$ cat src/rtl/mainfsm_pkg.sv
// Shared types for the multicycle processor main controller: state encoding,
// instruction class codes and datapath select encodings.
package mainfsm_pkg;

  typedef enum logic [3:0] {
    S_FETCH    = 4'd0,
    S_DECODE   = 4'd1,
    S_MEMADR   = 4'd2,
    S_MEMRD    = 4'd3,
    S_MEMWB    = 4'd4,
    S_MEMWR    = 4'd5,
    S_EXECUTER = 4'd6,
    S_EXECUTEI = 4'd7,
    S_ALUWB    = 4'd8,
    S_BRANCH   = 4'd9,
    S_UNKNOWN  = 4'd10
  } state_t;

  localparam logic [1:0] OP_DP  = 2'b00;
  localparam logic [1:0] OP_MEM = 2'b01;
  localparam logic [1:0] OP_BR  = 2'b10;

  localparam logic [1:0] SRCB_REG  = 2'b00;
  localparam logic [1:0] SRCB_IMM  = 2'b01;
  localparam logic [1:0] SRCB_FOUR = 2'b10;

  localparam logic [1:0] RES_ALUOUT = 2'b00;
  localparam logic [1:0] RES_DATA   = 2'b01;
  localparam logic [1:0] RES_ALU    = 2'b10;

  // Raw Moore control word, before enable gating.
  typedef struct packed {
    logic       ir_write;
    logic       next_pc;
    logic       reg_w;
    logic       mem_w;
    logic       branch;
    logic       illegal;
    logic       alu_op;
    logic       adr_src;
    logic       alu_src_a;
    logic [1:0] alu_src_b;
    logic [1:0] result_src;
  } ctrl_t;

endpackage

$ cat src/rtl/mainfsm.sv
// Main multicycle control FSM: FETCH/DECODE/EXECUTE/MEMORY/WRITEBACK sequencing.
// Moore outputs; write enables gated by started & en, select lines ungated.
module mainfsm
  import mainfsm_pkg::*;
(
  input  logic       clk,
  input  logic       reset,
  input  logic       en,
  input  logic [1:0] op,
  input  logic [5:0] funct,
  output logic       ir_write,
  output logic       next_pc,
  output logic       reg_w,
  output logic       mem_w,
  output logic       branch,
  output logic       alu_op,
  output logic       adr_src,
  output logic       alu_src_a,
  output logic [1:0] alu_src_b,
  output logic [1:0] result_src,
  output logic       illegal,
  output logic [3:0] state
);

  state_t cur, nxt;
  logic   started;
  logic   gate;
  ctrl_t  c;
  logic   unused_funct;

  assign unused_funct = ^funct[4:1];

  // started holds off the first advance so edge 1 after release only arms the FSM.
  always_ff @(posedge clk or negedge reset) begin
    if (!reset) begin
      cur     <= S_FETCH;
      started <= 1'b0;
    end else if (en) begin
      started <= 1'b1;
      if (started) cur <= nxt;
    end
  end

  always_comb begin
    nxt = S_FETCH;
    case (cur)
      S_FETCH:  nxt = S_DECODE;
      S_DECODE: begin
        case (op)
          OP_MEM:  nxt = S_MEMADR;
          OP_DP:   nxt = funct[5] ? S_EXECUTEI : S_EXECUTER;
          OP_BR:   nxt = S_BRANCH;
          default: nxt = S_UNKNOWN;
        endcase
      end
      S_MEMADR:   nxt = funct[0] ? S_MEMRD : S_MEMWR;
      S_MEMRD:    nxt = S_MEMWB;
      S_EXECUTER: nxt = S_ALUWB;
      S_EXECUTEI: nxt = S_ALUWB;
      default:    nxt = S_FETCH;
    endcase
  end

  always_comb begin
    c            = '0;
    c.alu_src_b  = SRCB_REG;
    c.result_src = RES_ALUOUT;
    case (cur)
      S_FETCH: begin
        c.ir_write   = 1'b1;
        c.next_pc    = 1'b1;
        c.alu_src_a  = 1'b1;
        c.alu_src_b  = SRCB_FOUR;
        c.result_src = RES_ALU;
      end
      S_DECODE: begin
        c.alu_src_a  = 1'b1;
        c.alu_src_b  = SRCB_FOUR;
        c.result_src = RES_ALU;
      end
      S_MEMADR: c.alu_src_b = SRCB_IMM;
      S_MEMRD:  c.adr_src = 1'b1;
      S_MEMWB: begin
        c.result_src = RES_DATA;
        c.reg_w      = 1'b1;
      end
      S_MEMWR: begin
        c.adr_src = 1'b1;
        c.mem_w   = 1'b1;
      end
      S_EXECUTER: c.alu_op = 1'b1;
      S_EXECUTEI: begin
        c.alu_op    = 1'b1;
        c.alu_src_b = SRCB_IMM;
      end
      S_ALUWB:  c.reg_w = 1'b1;
      S_BRANCH: begin
        c.alu_src_b  = SRCB_IMM;
        c.result_src = RES_ALU;
        c.branch     = 1'b1;
      end
      S_UNKNOWN: c.illegal = 1'b1;
      default: ;
    endcase
  end

  assign gate       = started & en;
  assign ir_write   = c.ir_write & gate;
  assign next_pc    = c.next_pc  & gate;
  assign reg_w      = c.reg_w    & gate;
  assign mem_w      = c.mem_w    & gate;
  assign branch     = c.branch   & gate;
  assign illegal    = c.illegal  & gate;
  assign alu_op     = c.alu_op;
  assign adr_src    = c.adr_src;
  assign alu_src_a  = c.alu_src_a;
  assign alu_src_b  = c.alu_src_b;
  assign result_src = c.result_src;
  assign state      = cur;

endmodule
$ cat config.mk
export PLATFORM = sky130hd
export DESIGN_NAME = mainfsm
export DESIGN_NICKNAME = d
export VERILOG_FILES = /design/src/rtl/mainfsm_pkg.sv /design/src/rtl/mainfsm.sv
export SDC_FILE = /design/constraint.sdc
export NUM_CORES = 1
export LEC_CHECK = 0
export CAP_MARGIN = 20
export CORE_AREA = 5 5 42 44
export CTS_CLUSTER_SIZE = 16
export DETAILED_ROUTE_END_ITERATION = 8
export DIE_AREA = 0 0 47 49
export GPL_ROUTABILITY_DRIVEN = 0
export MAX_ROUTING_LAYER = met4
export PLACE_DENSITY = 0.69
export SLEW_MARGIN = 10
export SYNTH_ARGS = -nofsm -noshare
export SYNTH_HDL_FRONTEND = slang
export SYNTH_SLANG_ARGS = --single-unit
$ cat constraint.sdc
create_clock -name clk -period 4.05 [get_ports clk]
set_input_delay 0.6075 -clock clk [delete_from_list [all_inputs] [get_ports clk]]
set_output_delay 0.6075 -clock clk [all_outputs]
set_load 0.01 [all_outputs]
==> out/results.md <==
| Item | Reported | Unit |
| --- | --- | --- |
| Portion of total power attributed to combinational logic | 63.9 | % |
| Outcome | completed | - |
| Portion of synthesized cell area occupied by the leading cell type | 32.7 | % |
| CP required | 3.44 | ns |
| WHS | 0.466 | ns |
| Initial core utilization | 27.3 | % |
| Clock transition time at the flip-flop clock pins of the worst setup and hold paths | 0.04 | ns |
| Vertical extent of the die | 49 | um |
| Number of resized instances in the post-cts repair step | 0 | - |
| Number of flip-flops and latches in the synthesized netlist | 5 | - |
| Biggest fanout along the worst timing path | 10 | - |
| Hold Fails Final Rpt | 0 | - |
| Proportion of register bits with asynchronous set or reset after synthesis | 100 | % |
| Final setup fails | 0 | - |
| Post-layout power | 0.000490 | W |
| Worst R2R Path Depth | 3 | - |
| R2R Path Start | state[0]$_DFFE_PN0P_ | - |
| Post-route minimum period | 2.97 | ns |
| Clk_lat worst skew | 0.24 | ns |
| Cell area after placement | 608 | um^2 |
| Max IR drop VDD | 0.276 | mV |
| Count of synthesis-stage warnings from yosys | 0 | - |
| Clock network power share | 11.8 | % |
| Number of pins exceeding their max-slew limit in the final report | 0 | - |
| Kind of critical path | in -> out | - |
| CTS HTree Levels | 1 | - |
| Number of remaining DRC errors | 0 | - |
| Share of total power consumed by net switching | 41.4 | % |
| Seq/Total Area, Yosys | 32.7 | % |
| Number of diodes | 0 | - |
| Post-Synthesis Cell Area | 383 | um^2 |
| First-pass GRT wire length | 1.80 | mm |
| Dominant register cell in the synthesized netlist | sky130_fd_sc_hd__dfrtp_1 | - |
| Cell type with the largest total area after synthesis | sky130_fd_sc_hd__dfrtp_1 | - |
| Die Wd | 47 | um |
| CP Launch Point | en | - |
| Num rows | 14 | - |
| Fin Clk Skew | 0.00299 | ns |
| Clock Root Buffer | sky130_fd_sc_hd__clkbuf_4 | - |
| Synthesized netlist cell count | 48 | - |
| Power per Cell Area | 773 | nW/um^2 |
| Number of buffers between clock root and the deepest sink | 2 | - |
| Initial DRC Count | 1 | - |
| Layout overhead on the synthesized area | 65.7 | % |
| Cell with the most instances after synthesis | sky130_fd_sc_hd__nor2_1 | - |
| GRT Util Overall | 10.9 | % |
| Maximum achievable frequency | 337 | MHz |
| Setup TNS | 0 | ns |
| RSZ-0062 raised after global routing | false | - |
| Via count of the first global-routing pass | 410 | - |
| Post-DR wirelength/cell | 12.2 | um |
| CP Launch Type | input pin | - |
| Number of clock sinks | 5 | - |
| Largest net degree at the start of global routing | 17 | - |
| Multi-input gate area in the final layout | 225 | um^2 |
| Reg-to-reg endpoint | state[1]$_DFFE_PN0P_ | - |
| Mean number of vias per cell | 5.07 | - |
| Ratio of cells with drive above 1 in the final layout | 7.14 | % |
| Number of buffers inserted by port buffering | 23 | - |
| Leak | 0.234 | nW |
| Count of vias placed by the detailed router | 436 | - |
| Count of flip-flops with a built-in enable after synthesis | 0 | - |
| Internal power component | 0.000287 | W |
| Worst min-delay path class | reg -> reg | - |
| Remaining antenna violation count | 0 | - |
| Post-layout net count | 82 | - |
| Net Count, Synth | 59 | - |
| Hpwl dp | 794 | um |
| DIE AREA | 2300 | um^2 |
| Number of clock buffers inserted by TritonCTS | 3 | - |
| Final std cell area, no fill | 634 | um^2 |
| Net switching power | 0.000203 | W |
| Per-instance average area after synthesis | 7.98 | um^2 |
| Timing endpoint of the critical path | mem_w | - |
| Global route total overflow | 0 | - |
| Distinct cells, synth | 28 | - |
| Reg-to-reg setup timing slack | 2.67 | ns |
| Max cap viols | 0 | - |
| Routed wire length | 1.05 | mm |
| Number of I/O pins | 28 | - |
| Synth area leaders | sky130_fd_sc_hd__dfrtp_1 (33%), sky130_fd_sc_hd__nor2_1 (6.9%), sky130_fd_sc_hd__nor3_1 (3.9%) | - |
| Setup Fix Bufs, Post-CTS | 0 | - |
| Relative contribution of sequential cells to total power | 24.2 | % |
| Total of hold buffers inserted after clock tree synthesis | 0 | - |
| FF+latch area | 125 | um^2 |
| Most common library cells after synthesis | sky130_fd_sc_hd__nor2_1 (7), sky130_fd_sc_hd__dfrtp_1 (5), sky130_fd_sc_hd__nand2_1 (3), sky130_fd_sc_hd__nor3_1 (3) | - |
| CTS tree | built | - |
| Share of the clock period used by the worst path after layout | 73.4 | % |
| Slew margin rel. | 69.3 | % |
| Slew of the pin with the lowest slew margin | 0.461 | ns |
| Data arrival time at the worst-slack endpoint | 2.36 | ns |
| Number of antenna violations at the first check in global routing | 0 | - |
| Placeable core region | 1400 | um^2 |
| Crit path capture type | primary output | - |
| Filler cells | 145 | - |
| Number of detailed-routing iterations run before antenna repair | 3 | - |
flip-flops by register name, indices dropped and copies added, names as in the netlist:
name and flops:
state 4, started 1
worst max-delay path, stage by stage:
cell and delay, ns:
sky130_fd_sc_hd__clkdlybuf4s50_1 0.47, sky130_fd_sc_hd__nand2_1 0.20, sky130_fd_sc_hd__or3_1 0.43, sky130_fd_sc_hd__nor2_1 0.10
sky130_fd_sc_hd__clkdlybuf4s50_1 0.54
through the flow:
step           worst slack [ns]  std cells  util [%]
2_1_floorplan              1.79         48         -
3_3_place_gp               1.08         82      43.4
3_5_place_dp               1.07         82      43.4
4_1_cts                    1.06         86      45.3
5_1_grt                   0.963         86      45.3
6_report                   1.08         86      45.3
worst min path at each step:
stage / startpoint / to / slack (ns) / depth (start not counted)
finish: started$_DFFE_PN0P_ / started$_DFFE_PN0P_ / 0.47 / 1
global route: started$_DFFE_PN0P_ / started$_DFFE_PN0P_ / 0.49 / 1
CTS: started$_DFFE_PN0P_ / started$_DFFE_PN0P_ / 0.47 / 1
detailed placement: started$_DFFE_PN0P_ / started$_DFFE_PN0P_ / 0.46 / 1
global placement: started$_DFFE_PN0P_ / started$_DFFE_PN0P_ / 0.45 / 1
floorplan: reset / started$_DFFE_PN0P_ / 0.31 / 0
logic make-up after synthesis:
group | synth area share [%]
AOI/OAI and AO/OA | 26.1
DFF | 32.7
and+or+nand+nor | 30.4
buffers and inverters | 8.50
xor gates and xnor gates | 2.29
cell type report:
cell class | instances | area share, %
Clock buffer | 4 | 4.14
Multi-Input combinational cell | 36 | 35.5
Timing Repair Buffer | 23 | 36.3
Sequential cell | 5 | 19.7
Tap cell | 16 | 3.16
Inverter | 2 | 1.18
power by group through the flow:
stage / clock [W] / combinational (W) / sequential, W
2_1_floorplan: 0 / 0.000184 / 0.0000962
3_3_place_gp: 0 / 0.000315 / 0.000119
3_5_place_dp: 0 / 0.000318 / 0.000120
4_1_cts: 0.0000611 / 0.000318 / 0.000119
5_1_grt: 0.0000664 / 0.000344 / 0.000126
6_report: 0.0000580 / 0.000313 / 0.000119
placed cells by master (no fill, tap or decap):
cell / instances
sky130_fd_sc_hd__o21ai_1: 1
sky130_fd_sc_hd__o22ai_1: 1
sky130_fd_sc_hd__nand2_1: 3
sky130_fd_sc_hd__a211oi_1: 2
sky130_fd_sc_hd__a32o_1: 1
sky130_fd_sc_hd__nor4b_1: 1
sky130_fd_sc_hd__nor4_1: 1
sky130_fd_sc_hd__clkbuf_1: 1
sky130_fd_sc_hd__o21ai_0: 2
sky130_fd_sc_hd__nand4bb_1: 1
sky130_fd_sc_hd__nor2b_1: 1
sky130_fd_sc_hd__clkbuf_4: 3
sky130_fd_sc_hd__o22a_1: 1
sky130_fd_sc_hd__clkdlybuf4s50_1: 23
sky130_fd_sc_hd__or3_1: 1
sky130_fd_sc_hd__a22o_1: 1
sky130_fd_sc_hd__a2111oi_0: 1
sky130_fd_sc_hd__nor2_1: 7
sky130_fd_sc_hd__xnor2_1: 1
sky130_fd_sc_hd__o31ai_2: 1
sky130_fd_sc_hd__inv_2: 1
sky130_fd_sc_hd__nand2b_1: 2
sky130_fd_sc_hd__inv_1: 1
sky130_fd_sc_hd__a21o_1: 1
sky130_fd_sc_hd__dfrtp_1: 5
sky130_fd_sc_hd__o31ai_1: 1
sky130_fd_sc_hd__or2_1: 2
sky130_fd_sc_hd__nor3_1: 3
routing by layer:
| metal | routed length [um] | up-vias | track usage (%) | share of wire (%) |
|---|---|---|---|---|
| met3 | 94 | 0 | 4.80 | 8.9 |
| met2 | 505 | 15 | 16.1 | 48 |
| met4 | 0 | 0 | 4.15 | 0 |
| li1 | - | 218 | - | - |
| met5 | 0 | - | - | 0 |
| met1 | 452 | 203 | 12.9 | 43 |
Note: power is estimated with default switching activity, not from simulation.
